<file path="config.mk">
export PLATFORM = sky130hd
export DESIGN_NAME = st7735_spi_receiver_flat
export DESIGN_NICKNAME = d
export VERILOG_FILES = /design/src/rtl/st7735_pkg.sv /design/src/rtl/st7735_spi_receiver_if.sv /design/src/rtl/st7735_spi_receiver_spi_byte_rx.sv /design/src/rtl/st7735_spi_receiver.sv /design/src/flat_wrapper.sv
export SDC_FILE = /design/constraint.sdc
export NUM_CORES = 1
export LEC_CHECK = 0
export BUFFER_PORTS_ARGS = -buffer_cell sky130_fd_sc_hd__buf_2
export CORE_UTILIZATION = 64
export DETAILED_ROUTE_END_ITERATION = 10
export PLACE_DENSITY = 0.93
export REMOVE_ABC_BUFFERS = 1
export SLEW_MARGIN = 25
export SYNTH_ARGS = -nofsm -noshare
export SYNTH_HDL_FRONTEND = slang
export SYNTH_SLANG_ARGS = --single-unit
</file>
<file path="constraint.sdc">
create_clock -name SYSTEM_CLK -period 7.25 [get_ports SYSTEM_CLK]
set_input_delay 0.3625 -clock SYSTEM_CLK [delete_from_list [all_inputs] [get_ports SYSTEM_CLK]]
set_output_delay 0.3625 -clock SYSTEM_CLK [all_outputs]
set_load 0.02 [all_outputs]
</file>
<file path="src/rtl/st7735_pkg.sv">
// Shared definitions for the ST7735 write-protocol receiver: opcodes,
// decoder states and default panel geometry.
package st7735_pkg;

  localparam int DEF_WIDTH  = 128;
  localparam int DEF_HEIGHT = 160;

  localparam logic [7:0] OP_SWRESET = 8'h01;
  localparam logic [7:0] OP_SLPOUT  = 8'h11;
  localparam logic [7:0] OP_DISPOFF = 8'h28;
  localparam logic [7:0] OP_DISPON  = 8'h29;
  localparam logic [7:0] OP_CASET   = 8'h2A;
  localparam logic [7:0] OP_RASET   = 8'h2B;
  localparam logic [7:0] OP_RAMWR   = 8'h2C;

  typedef enum logic [2:0] {
    ST_IDLE,
    ST_CASET_P,
    ST_RASET_P,
    ST_RAMWR_HI,
    ST_RAMWR_LO,
    ST_IGNORE
  } dec_state_e;

endpackage

</file>
<file path="src/rtl/st7735_spi_receiver_if.sv">
// Bus bundle for the ST7735 receiver: the 4-wire serial input side and the
// decoded command/pixel output side.
// Optional frame counter ports exist only when ST7735_RX_FRAME_CNT_EN is defined.
interface st7735_spi_receiver_if;
  logic        cs;
  logic        mosi;
  logic        dc;
  logic        lcd_clk;
  logic        cmd_valid;
  logic [7:0]  cmd_byte;
  logic        pixel_valid;
  logic [7:0]  pixel_x;
  logic [7:0]  pixel_y;
  logic [15:0] pixel_data;
  logic        display_on;
  logic        error;
`ifdef ST7735_RX_FRAME_CNT_EN
  logic        frame_done;
  logic [15:0] frame_count;
`endif

  modport slave (
    input  cs, mosi, dc, lcd_clk,
`ifdef ST7735_RX_FRAME_CNT_EN
    output frame_done, frame_count,
`endif
    output cmd_valid, cmd_byte, pixel_valid, pixel_x, pixel_y, pixel_data,
           display_on, error
  );

  modport master (
    output cs, mosi, dc, lcd_clk,
`ifdef ST7735_RX_FRAME_CNT_EN
    input  frame_done, frame_count,
`endif
    input  cmd_valid, cmd_byte, pixel_valid, pixel_x, pixel_y, pixel_data,
           display_on, error
  );
endinterface

</file>
<file path="src/rtl/st7735_spi_receiver_spi_byte_rx.sv">
// Serial byte assembler: synchronizes the four bus pins into the system
// clock domain, shifts MOSI on LCD_CLK rising edges while selected, and
// flags bytes cut short by CS going high.
module spi_byte_rx #(
  parameter int SYNC_STAGES = 2
) (
  input  logic       clk_i,
  input  logic       rst_i,
  input  logic       cs_i,
  input  logic       mosi_i,
  input  logic       dc_i,
  input  logic       lcd_clk_i,
  output logic       byte_valid_o,
  output logic [7:0] byte_o,
  output logic       dc_o,
  output logic       error_o
);

  // bit order in each stage: {cs, mosi, dc, lcd_clk}
  logic [SYNC_STAGES-1:0][3:0] sync_q;
  logic       cs_s, mosi_s, dc_s, clk_s;
  logic       clk_prev_q, cs_prev_q;
  logic [2:0] bit_cnt_q;
  logic [6:0] shift_q;
  logic       byte_valid_q, dc_q, error_q;
  logic [7:0] byte_q;
  logic       shift_en;

  assign {cs_s, mosi_s, dc_s, clk_s} = sync_q[SYNC_STAGES-1];

  // A rising clock is still accepted in the cycle CS rises so that a byte
  // whose last edge coincides with deselect completes cleanly.
  assign shift_en = clk_s & ~clk_prev_q & ~(cs_s & cs_prev_q);

  // Multi-stage synchronizer; CS idles high out of reset.
  always_ff @(posedge clk_i or posedge rst_i) begin
    if (rst_i) sync_q <= {SYNC_STAGES{4'b1000}};
    else       sync_q <= {sync_q[SYNC_STAGES-2:0], {cs_i, mosi_i, dc_i, lcd_clk_i}};
  end

  // Edge detect, shifter, bit counter and sticky abort flag.
  always_ff @(posedge clk_i or posedge rst_i) begin
    if (rst_i) begin
      clk_prev_q   <= 1'b0;
      cs_prev_q    <= 1'b1;
      bit_cnt_q    <= 3'd0;
      shift_q      <= 7'd0;
      byte_valid_q <= 1'b0;
      byte_q       <= 8'd0;
      dc_q         <= 1'b0;
      error_q      <= 1'b0;
    end else begin
      clk_prev_q   <= clk_s;
      cs_prev_q    <= cs_s;
      byte_valid_q <= 1'b0;
      if (shift_en) begin
        shift_q   <= {shift_q[5:0], mosi_s};
        bit_cnt_q <= bit_cnt_q + 3'd1;
        if (bit_cnt_q == 3'd7) begin
          byte_valid_q <= 1'b1;
          byte_q       <= {shift_q, mosi_s};
          dc_q         <= dc_s;
        end
      end else if (cs_s) begin
        if (bit_cnt_q != 3'd0) error_q <= 1'b1;
        bit_cnt_q <= 3'd0;
      end
    end
  end

  assign byte_valid_o = byte_valid_q;
  assign byte_o       = byte_q;
  assign dc_o         = dc_q;
  assign error_o      = error_q;

endmodule

</file>
<file path="src/rtl/st7735_spi_receiver.sv">
// ST7735 write-protocol decoder: turns received command/data bytes into
// window updates, display on/off state and addressed RGB565 pixel writes.
// Optional: ST7735_RX_FRAME_CNT_EN adds FRAME_DONE / FRAME_COUNT outputs.
//
//   state        | meaning
//   ST_IDLE      | waiting for a command; stray data bytes dropped
//   ST_CASET_P   | collecting 4 column-window parameter bytes
//   ST_RASET_P   | collecting 4 row-window parameter bytes
//   ST_RAMWR_HI  | next data byte is a pixel high byte
//   ST_RAMWR_LO  | next data byte completes a pixel
//   ST_IGNORE    | unsupported command; its data bytes dropped
module st7735_spi_receiver
  import st7735_pkg::*;
#(
  parameter int WIDTH       = DEF_WIDTH,
  parameter int HEIGHT      = DEF_HEIGHT,
  parameter int SYNC_STAGES = 2
) (
  input  logic                    SYSTEM_CLK,
  input  logic                    RESET,
  st7735_spi_receiver_if.slave    bus
);

  localparam logic [7:0] XE_DEF = 8'(WIDTH - 1);
  localparam logic [7:0] YE_DEF = 8'(HEIGHT - 1);
  localparam logic [8:0] W_LIM  = 9'(WIDTH);
  localparam logic [8:0] H_LIM  = 9'(HEIGHT);

  logic       rx_valid, rx_dc, rx_error;
  logic [7:0] rx_byte;

  spi_byte_rx #(.SYNC_STAGES(SYNC_STAGES)) u_rx (
    .clk_i        (SYSTEM_CLK),
    .rst_i        (RESET),
    .cs_i         (bus.cs),
    .mosi_i       (bus.mosi),
    .dc_i         (bus.dc),
    .lcd_clk_i    (bus.lcd_clk),
    .byte_valid_o (rx_valid),
    .byte_o       (rx_byte),
    .dc_o         (rx_dc),
    .error_o      (rx_error)
  );

  dec_state_e  state_q;
  logic [1:0]  pidx_q;
  logic [7:0]  xs_q, xe_q, ys_q, ye_q, cx_q, cy_q, hi_q;
  logic        cmd_valid_q, pix_valid_q, disp_on_q;
  logic [7:0]  cmd_byte_q, pix_x_q, pix_y_q;
  logic [15:0] pix_data_q;
`ifdef ST7735_RX_FRAME_CNT_EN
  logic        frame_done_q;
  logic [15:0] frame_cnt_q;
`endif

  logic win_ok, in_bounds, at_end;
  assign win_ok    = (xs_q <= xe_q) && (ys_q <= ye_q);
  assign in_bounds = ({1'b0, cx_q} < W_LIM) && ({1'b0, cy_q} < H_LIM);
  assign at_end    = (cx_q == xe_q) && (cy_q == ye_q);

  // Command dispatch, parameter collection and pixel assembly.
  always_ff @(posedge SYSTEM_CLK or posedge RESET) begin
    if (RESET) begin
      state_q     <= ST_IDLE;
      pidx_q      <= 2'd0;
      xs_q        <= 8'd0;
      xe_q        <= XE_DEF;
      ys_q        <= 8'd0;
      ye_q        <= YE_DEF;
      cx_q        <= 8'd0;
      cy_q        <= 8'd0;
      hi_q        <= 8'd0;
      cmd_valid_q <= 1'b0;
      cmd_byte_q  <= 8'd0;
      pix_valid_q <= 1'b0;
      pix_x_q     <= 8'd0;
      pix_y_q     <= 8'd0;
      pix_data_q  <= 16'd0;
      disp_on_q   <= 1'b0;
`ifdef ST7735_RX_FRAME_CNT_EN
      frame_done_q <= 1'b0;
      frame_cnt_q  <= 16'd0;
`endif
    end else begin
      cmd_valid_q <= 1'b0;
      pix_valid_q <= 1'b0;
`ifdef ST7735_RX_FRAME_CNT_EN
      frame_done_q <= 1'b0;
`endif
      if (rx_valid) begin
        if (!rx_dc) begin
          cmd_valid_q <= 1'b1;
          cmd_byte_q  <= rx_byte;
          pidx_q      <= 2'd0;
          case (rx_byte)
            OP_CASET:   state_q <= ST_CASET_P;
            OP_RASET:   state_q <= ST_RASET_P;
            OP_RAMWR: begin
              state_q <= ST_RAMWR_HI;
              cx_q    <= xs_q;
              cy_q    <= ys_q;
            end
            OP_DISPON: begin
              disp_on_q <= 1'b1;
              state_q   <= ST_IDLE;
            end
            OP_DISPOFF: begin
              disp_on_q <= 1'b0;
              state_q   <= ST_IDLE;
            end
            OP_SWRESET: begin
              xs_q      <= 8'd0;
              xe_q      <= XE_DEF;
              ys_q      <= 8'd0;
              ye_q      <= YE_DEF;
              disp_on_q <= 1'b0;
              state_q   <= ST_IDLE;
            end
            OP_SLPOUT:  state_q <= ST_IDLE;
            default:    state_q <= ST_IGNORE;
          endcase
        end else begin
          case (state_q)
            ST_CASET_P: begin
              pidx_q <= pidx_q + 2'd1;
              if (pidx_q == 2'd1) xs_q <= rx_byte;
              if (pidx_q == 2'd3) begin
                xe_q    <= rx_byte;
                state_q <= ST_IDLE;
              end
            end
            ST_RASET_P: begin
              pidx_q <= pidx_q + 2'd1;
              if (pidx_q == 2'd1) ys_q <= rx_byte;
              if (pidx_q == 2'd3) begin
                ye_q    <= rx_byte;
                state_q <= ST_IDLE;
              end
            end
            ST_RAMWR_HI: begin
              hi_q    <= rx_byte;
              state_q <= ST_RAMWR_LO;
            end
            ST_RAMWR_LO: begin
              state_q <= ST_RAMWR_HI;
              // An inverted window swallows pixel bytes and freezes the cursor.
              if (win_ok) begin
                if (in_bounds) begin
                  pix_valid_q <= 1'b1;
                  pix_x_q     <= cx_q;
                  pix_y_q     <= cy_q;
                  pix_data_q  <= {hi_q, rx_byte};
`ifdef ST7735_RX_FRAME_CNT_EN
                  if (at_end) begin
                    frame_done_q <= 1'b1;
                    frame_cnt_q  <= frame_cnt_q + 16'd1;
                  end
`endif
                end
                if (cx_q == xe_q) begin
                  cx_q <= xs_q;
                  cy_q <= (cy_q == ye_q) ? ys_q : cy_q + 8'd1;
                end else begin
                  cx_q <= cx_q + 8'd1;
                end
              end
            end
            default: ;
          endcase
        end
      end
    end
  end

  assign bus.cmd_valid   = cmd_valid_q;
  assign bus.cmd_byte    = cmd_byte_q;
  assign bus.pixel_valid = pix_valid_q;
  assign bus.pixel_x     = pix_x_q;
  assign bus.pixel_y     = pix_y_q;
  assign bus.pixel_data  = pix_data_q;
  assign bus.display_on  = disp_on_q;
  assign bus.error       = rx_error;
`ifdef ST7735_RX_FRAME_CNT_EN
  assign bus.frame_done  = frame_done_q;
  assign bus.frame_count = frame_cnt_q;
`else
  // at_end only drives the frame counter
  logic unused_at_end;
  assign unused_at_end = at_end;
`endif

endmodule
</file>
<file path="src/flat_wrapper.sv">
// flat-port wrapper written by rule: the top's interface ports become plain ports
module st7735_spi_receiver_flat import st7735_pkg::*;
#(
  parameter int WIDTH       = DEF_WIDTH,
  parameter int HEIGHT      = DEF_HEIGHT,
  parameter int SYNC_STAGES = 2
)
  (SYSTEM_CLK, RESET, bus_cs, bus_mosi, bus_dc, bus_lcd_clk, bus_cmd_valid, bus_cmd_byte, bus_pixel_valid, bus_pixel_x, bus_pixel_y, bus_pixel_data, bus_display_on, bus_error);
  st7735_spi_receiver_if bus_i ();
  input  logic SYSTEM_CLK;
  input  logic RESET;
  input wire logic [$bits(bus_i.cs)-1:0] bus_cs;
  input wire logic [$bits(bus_i.mosi)-1:0] bus_mosi;
  input wire logic [$bits(bus_i.dc)-1:0] bus_dc;
  input wire logic [$bits(bus_i.lcd_clk)-1:0] bus_lcd_clk;
  output wire logic [$bits(bus_i.cmd_valid)-1:0] bus_cmd_valid;
  output wire logic [$bits(bus_i.cmd_byte)-1:0] bus_cmd_byte;
  output wire logic [$bits(bus_i.pixel_valid)-1:0] bus_pixel_valid;
  output wire logic [$bits(bus_i.pixel_x)-1:0] bus_pixel_x;
  output wire logic [$bits(bus_i.pixel_y)-1:0] bus_pixel_y;
  output wire logic [$bits(bus_i.pixel_data)-1:0] bus_pixel_data;
  output wire logic [$bits(bus_i.display_on)-1:0] bus_display_on;
  output wire logic [$bits(bus_i.error)-1:0] bus_error;
  assign bus_i.cs = bus_cs;
  assign bus_i.mosi = bus_mosi;
  assign bus_i.dc = bus_dc;
  assign bus_i.lcd_clk = bus_lcd_clk;
  assign bus_cmd_valid = bus_i.cmd_valid;
  assign bus_cmd_byte = bus_i.cmd_byte;
  assign bus_pixel_valid = bus_i.pixel_valid;
  assign bus_pixel_x = bus_i.pixel_x;
  assign bus_pixel_y = bus_i.pixel_y;
  assign bus_pixel_data = bus_i.pixel_data;
  assign bus_display_on = bus_i.display_on;
  assign bus_error = bus_i.error;
  st7735_spi_receiver #(.WIDTH(WIDTH), .HEIGHT(HEIGHT), .SYNC_STAGES(SYNC_STAGES)) u_core (.SYSTEM_CLK(SYSTEM_CLK), .RESET(RESET), .bus(bus_i));
endmodule
</file>
==> metrics <==
maximum vdd ir drop=0.206 mV; fin cells=801; worst skew pair latency=530 ps; Core Box Area=9370 µm²; Avg Inst Size Synth=10.3 µm²; Fmax achieved=340 MHz; Flop pwr share=44.9%; max-slew violations=0; r2r startpoint=u_core.xe_q[5]; area of the multi-input gates=2660 µm²; total power=1730 µW; overall routing resource usage=33.6%; GPL Wtd Cong=0.864; Seq cells post-synth=135; Syn. warnings=0; antenna cell count=0; final setup fails=0; Synth cell types=54; Hold Startpoint=u_core.u_rx.sync_q[3]; Seq/Total Area, Yosys=54.2%; # DRC=0; antenna violations before repair=0; vias per cell=6.27; Synth Flop Type=dfrtp_1; area grow syn2layout=16.3%; most common cell after layout, fill and taps aside=nand2_1; vias in the first global route=5185; Die Wd=101 µm; Tmin final=2940 ps; Worst EP arrival=3340 ps; NetSw=409 µW; combinational group share of total power=1.9%; post-CTS setup buffer count=0; Vias=5019; Fin Clk Skew=11.0 ps; EDFF count, synth=0; Clock Power Share=53.2%; static leakage=0.00357 µW; status=complete, no violations; worst hold path type=reg2reg; Starting DRT DRC Count=358; fill cell count=580; CTS tree=yes; global-route wire length before repair=25500 µm; HPWL after DPL=10100 µm; hold_buf cts=5; most frequent cells in the layout=136 x nand2_1, 119 x dfrtp_1, 51 x o21ai_0, 49 x buf_2, 39 x mux2_2; detailed-route wire length per cell=19.7 µm; Power Internal=1320 µW; CTS max path bufs=2; Clock Pin Slew Worst Setup and Hold Paths=70 ps; share of cells above drive strength 1=22.9%; final global-route overflow total=0; die area=10200 µm²; Setup Crit Path Kind=reg2reg; mapped cell area=6270 µm²; H-tree Lvls=4; total of max-cap violations=0; Num CTS Buffers=17; FFs w/ async S/R, synth=100%; drt first pass iters=5; post-synthesis cell count=607; Worst Path Max Fanout=26; Placed Cells=764; pin count of the biggest net entering global routing=84; setup TNS=0 ps; worst slew pin tran=1030 ps; fin crit share=40.5%; initial cell density of the core=67.0%; CP Data Required Time=7650 ps; IO Pins=50; critical path capture point type=flop; nets@finish=688; Net Sw Frac=23.6%; final wirelength=15800 µm; Root Buffer=clkbuf_8; pwr dens=237 nW/µm²; # rows=35; Clock Sink Count=135; antenna viol nets, final=0; Hold Fails Final Rpt=0; post-CTS sizing=0; Critical Path Start=u_core.xe_q[5]; I/O Buffers=49; die height=101 µm; Slew HR=31.1%; critical path startpoint category=flop; RSZ-0062 raised after global routing=no; Storage cell area=3400 µm²
==> metrics by stage <==
| stage | hold slack [ps] | cell area, µm² | worst slack [ps] | util, % |
|---|---|---|---|---|
| after floorplan | 331 | 6150 | 3300 | - |
| after global placement | 332 | 6610 | 4650 | 70.5 |
| after detailed placement | 342 | 6610 | 4410 | 70.5 |
| after CTS | 360 | 7290 | 4400 | 77.8 |
| after global routing | 367 | 7300 | 4250 | 77.9 |
| final | 365 | 7300 | 4310 | 77.9 |
==> state kept, by name, indices dropped and copies added (netlist names), 3 cells and up <==
name / cells
u_core.u_rx.byte_o: 8
u_core.bus.pixel_data: 16
u_core.bus.pixel_y: 8
u_core.u_rx.bit_cnt_q: 3
u_core.u_rx.sync_q: 4
u_core.u_rx.shift_q: 7
u_core.xs_q: 8
u_core.cy_q: 8
u_core.hi_q: 8
u_core.bus.cmd_byte: 8
u_core.ys_q: 8
u_core.state_q: 3
u_core.ye_q: 8
u_core.xe_q: 8
u_core.bus.pixel_x: 8
u_core.cx_q: 8
==> worst paths after layout <==
check	end	slack, ps	depth (start not counted)
min in group asynchronous	u_core.bus.cmd_byte[7]	460	3
hold reg to reg	u_core.u_rx.cs_s	360	0
setup reg to reg	u_core.bus.pixel_data[11]	4310	8
max in group asynchronous	u_core.cx_q[1]	5670	4
setup / recovery	u_core.bus.pixel_data[11]	4310	8
hold / removal	u_core.u_rx.cs_s	360	0
==> layout make-up <==
type / instances / share of cell area (%)
inverters: 26 / 1.41
flip-flops and latches: 135 / 46.6
clock buffers: 17 / 5.68
repair buffers: 60 / 4.72
well taps: 129 / 2.21
multi-input cells: 419 / 36.4
clock inverters: 15 / 2.98
==> cells by family (layout without fill, tap and decap cells) <==
kind of cell | Yosys count | count (layout) | share of synthesized area, %
AND/OR/NAND/NOR | 213 | 213 | 15.9
flip-flops | 135 | 135 | 54.2
AO/OA/AOI/OAI | 125 | 125 | 12.1
buffers and inverters | 53 | 118 | 3.55
multiplexers | 41 | 41 | 7.40
adder cells (fa/ha/maj) | 23 | 23 | 4.59
XOR/XNOR | 17 | 17 | 2.37
==> routing by layer <==
metal	up-vias	wire length, µm	global-route usage [%]	part of all wire [%]
met5	-	0	0	0
met4	0	786	20.0	5.0
met3	73	1020	6.93	6.5
met2	277	8060	57.3	51
met1	2469	5880	39.4	37
li1	2200	-	-	-
==> cells in the mapped netlist, drive strengths merged, types with 2 or more instances <==
library cell  instances  area, µm²
inv                  25       96.4
mux2                 40        454
a31oi                 3       18.8
and2                  4       27.5
ha                   23        288
clkbuf               18       77.6
a41oi                 6       52.6
nand3b                4       42.5
nand2b                5       31.3
a21oi                27        135
a21o                  2       15.0
nor4                  2       12.5
o22ai                 3       18.8
nor2b                 8       50.1
nor3b                 7       52.6
nand2               136        510
xnor2                 9       78.8
and3                  6       37.5
o2bb2ai               6       52.6
buf                   9       45.0
nor3                  5       36.3
xor2                  8       70.1
o211ai                6       45.0
o31ai                 4       35.0
nor2                 13       48.8
o21ai                56        280
a21boi                2       15.0
dfstp                16        420
dfrtp               119       2980
nand3                11       55.1
nand4                 7       43.8
a211o                 3       26.3
a22o                  2       17.5
==> power groups by stage <==
stage               Sequential [µW]  Combinational, µW  Clock, µW
floorplan                       787               22.2          0
global placement                788               28.7          0
detailed placement              789               31.2          0
CTS                             776               34.2        923
global route                    778               39.6        958
finish                          777               33.6        921
==> worst max-delay path: stages, from the launching register on <==
cell and delay, ps:
dfstp_2 540, inv_1 60, ha_1 320, a21oi_1 80
o21ai_0 320, o22ai_1 210, nand3_1 450, buf_4 420
mux2_2 400
Power figures use the tool's default switching activity.
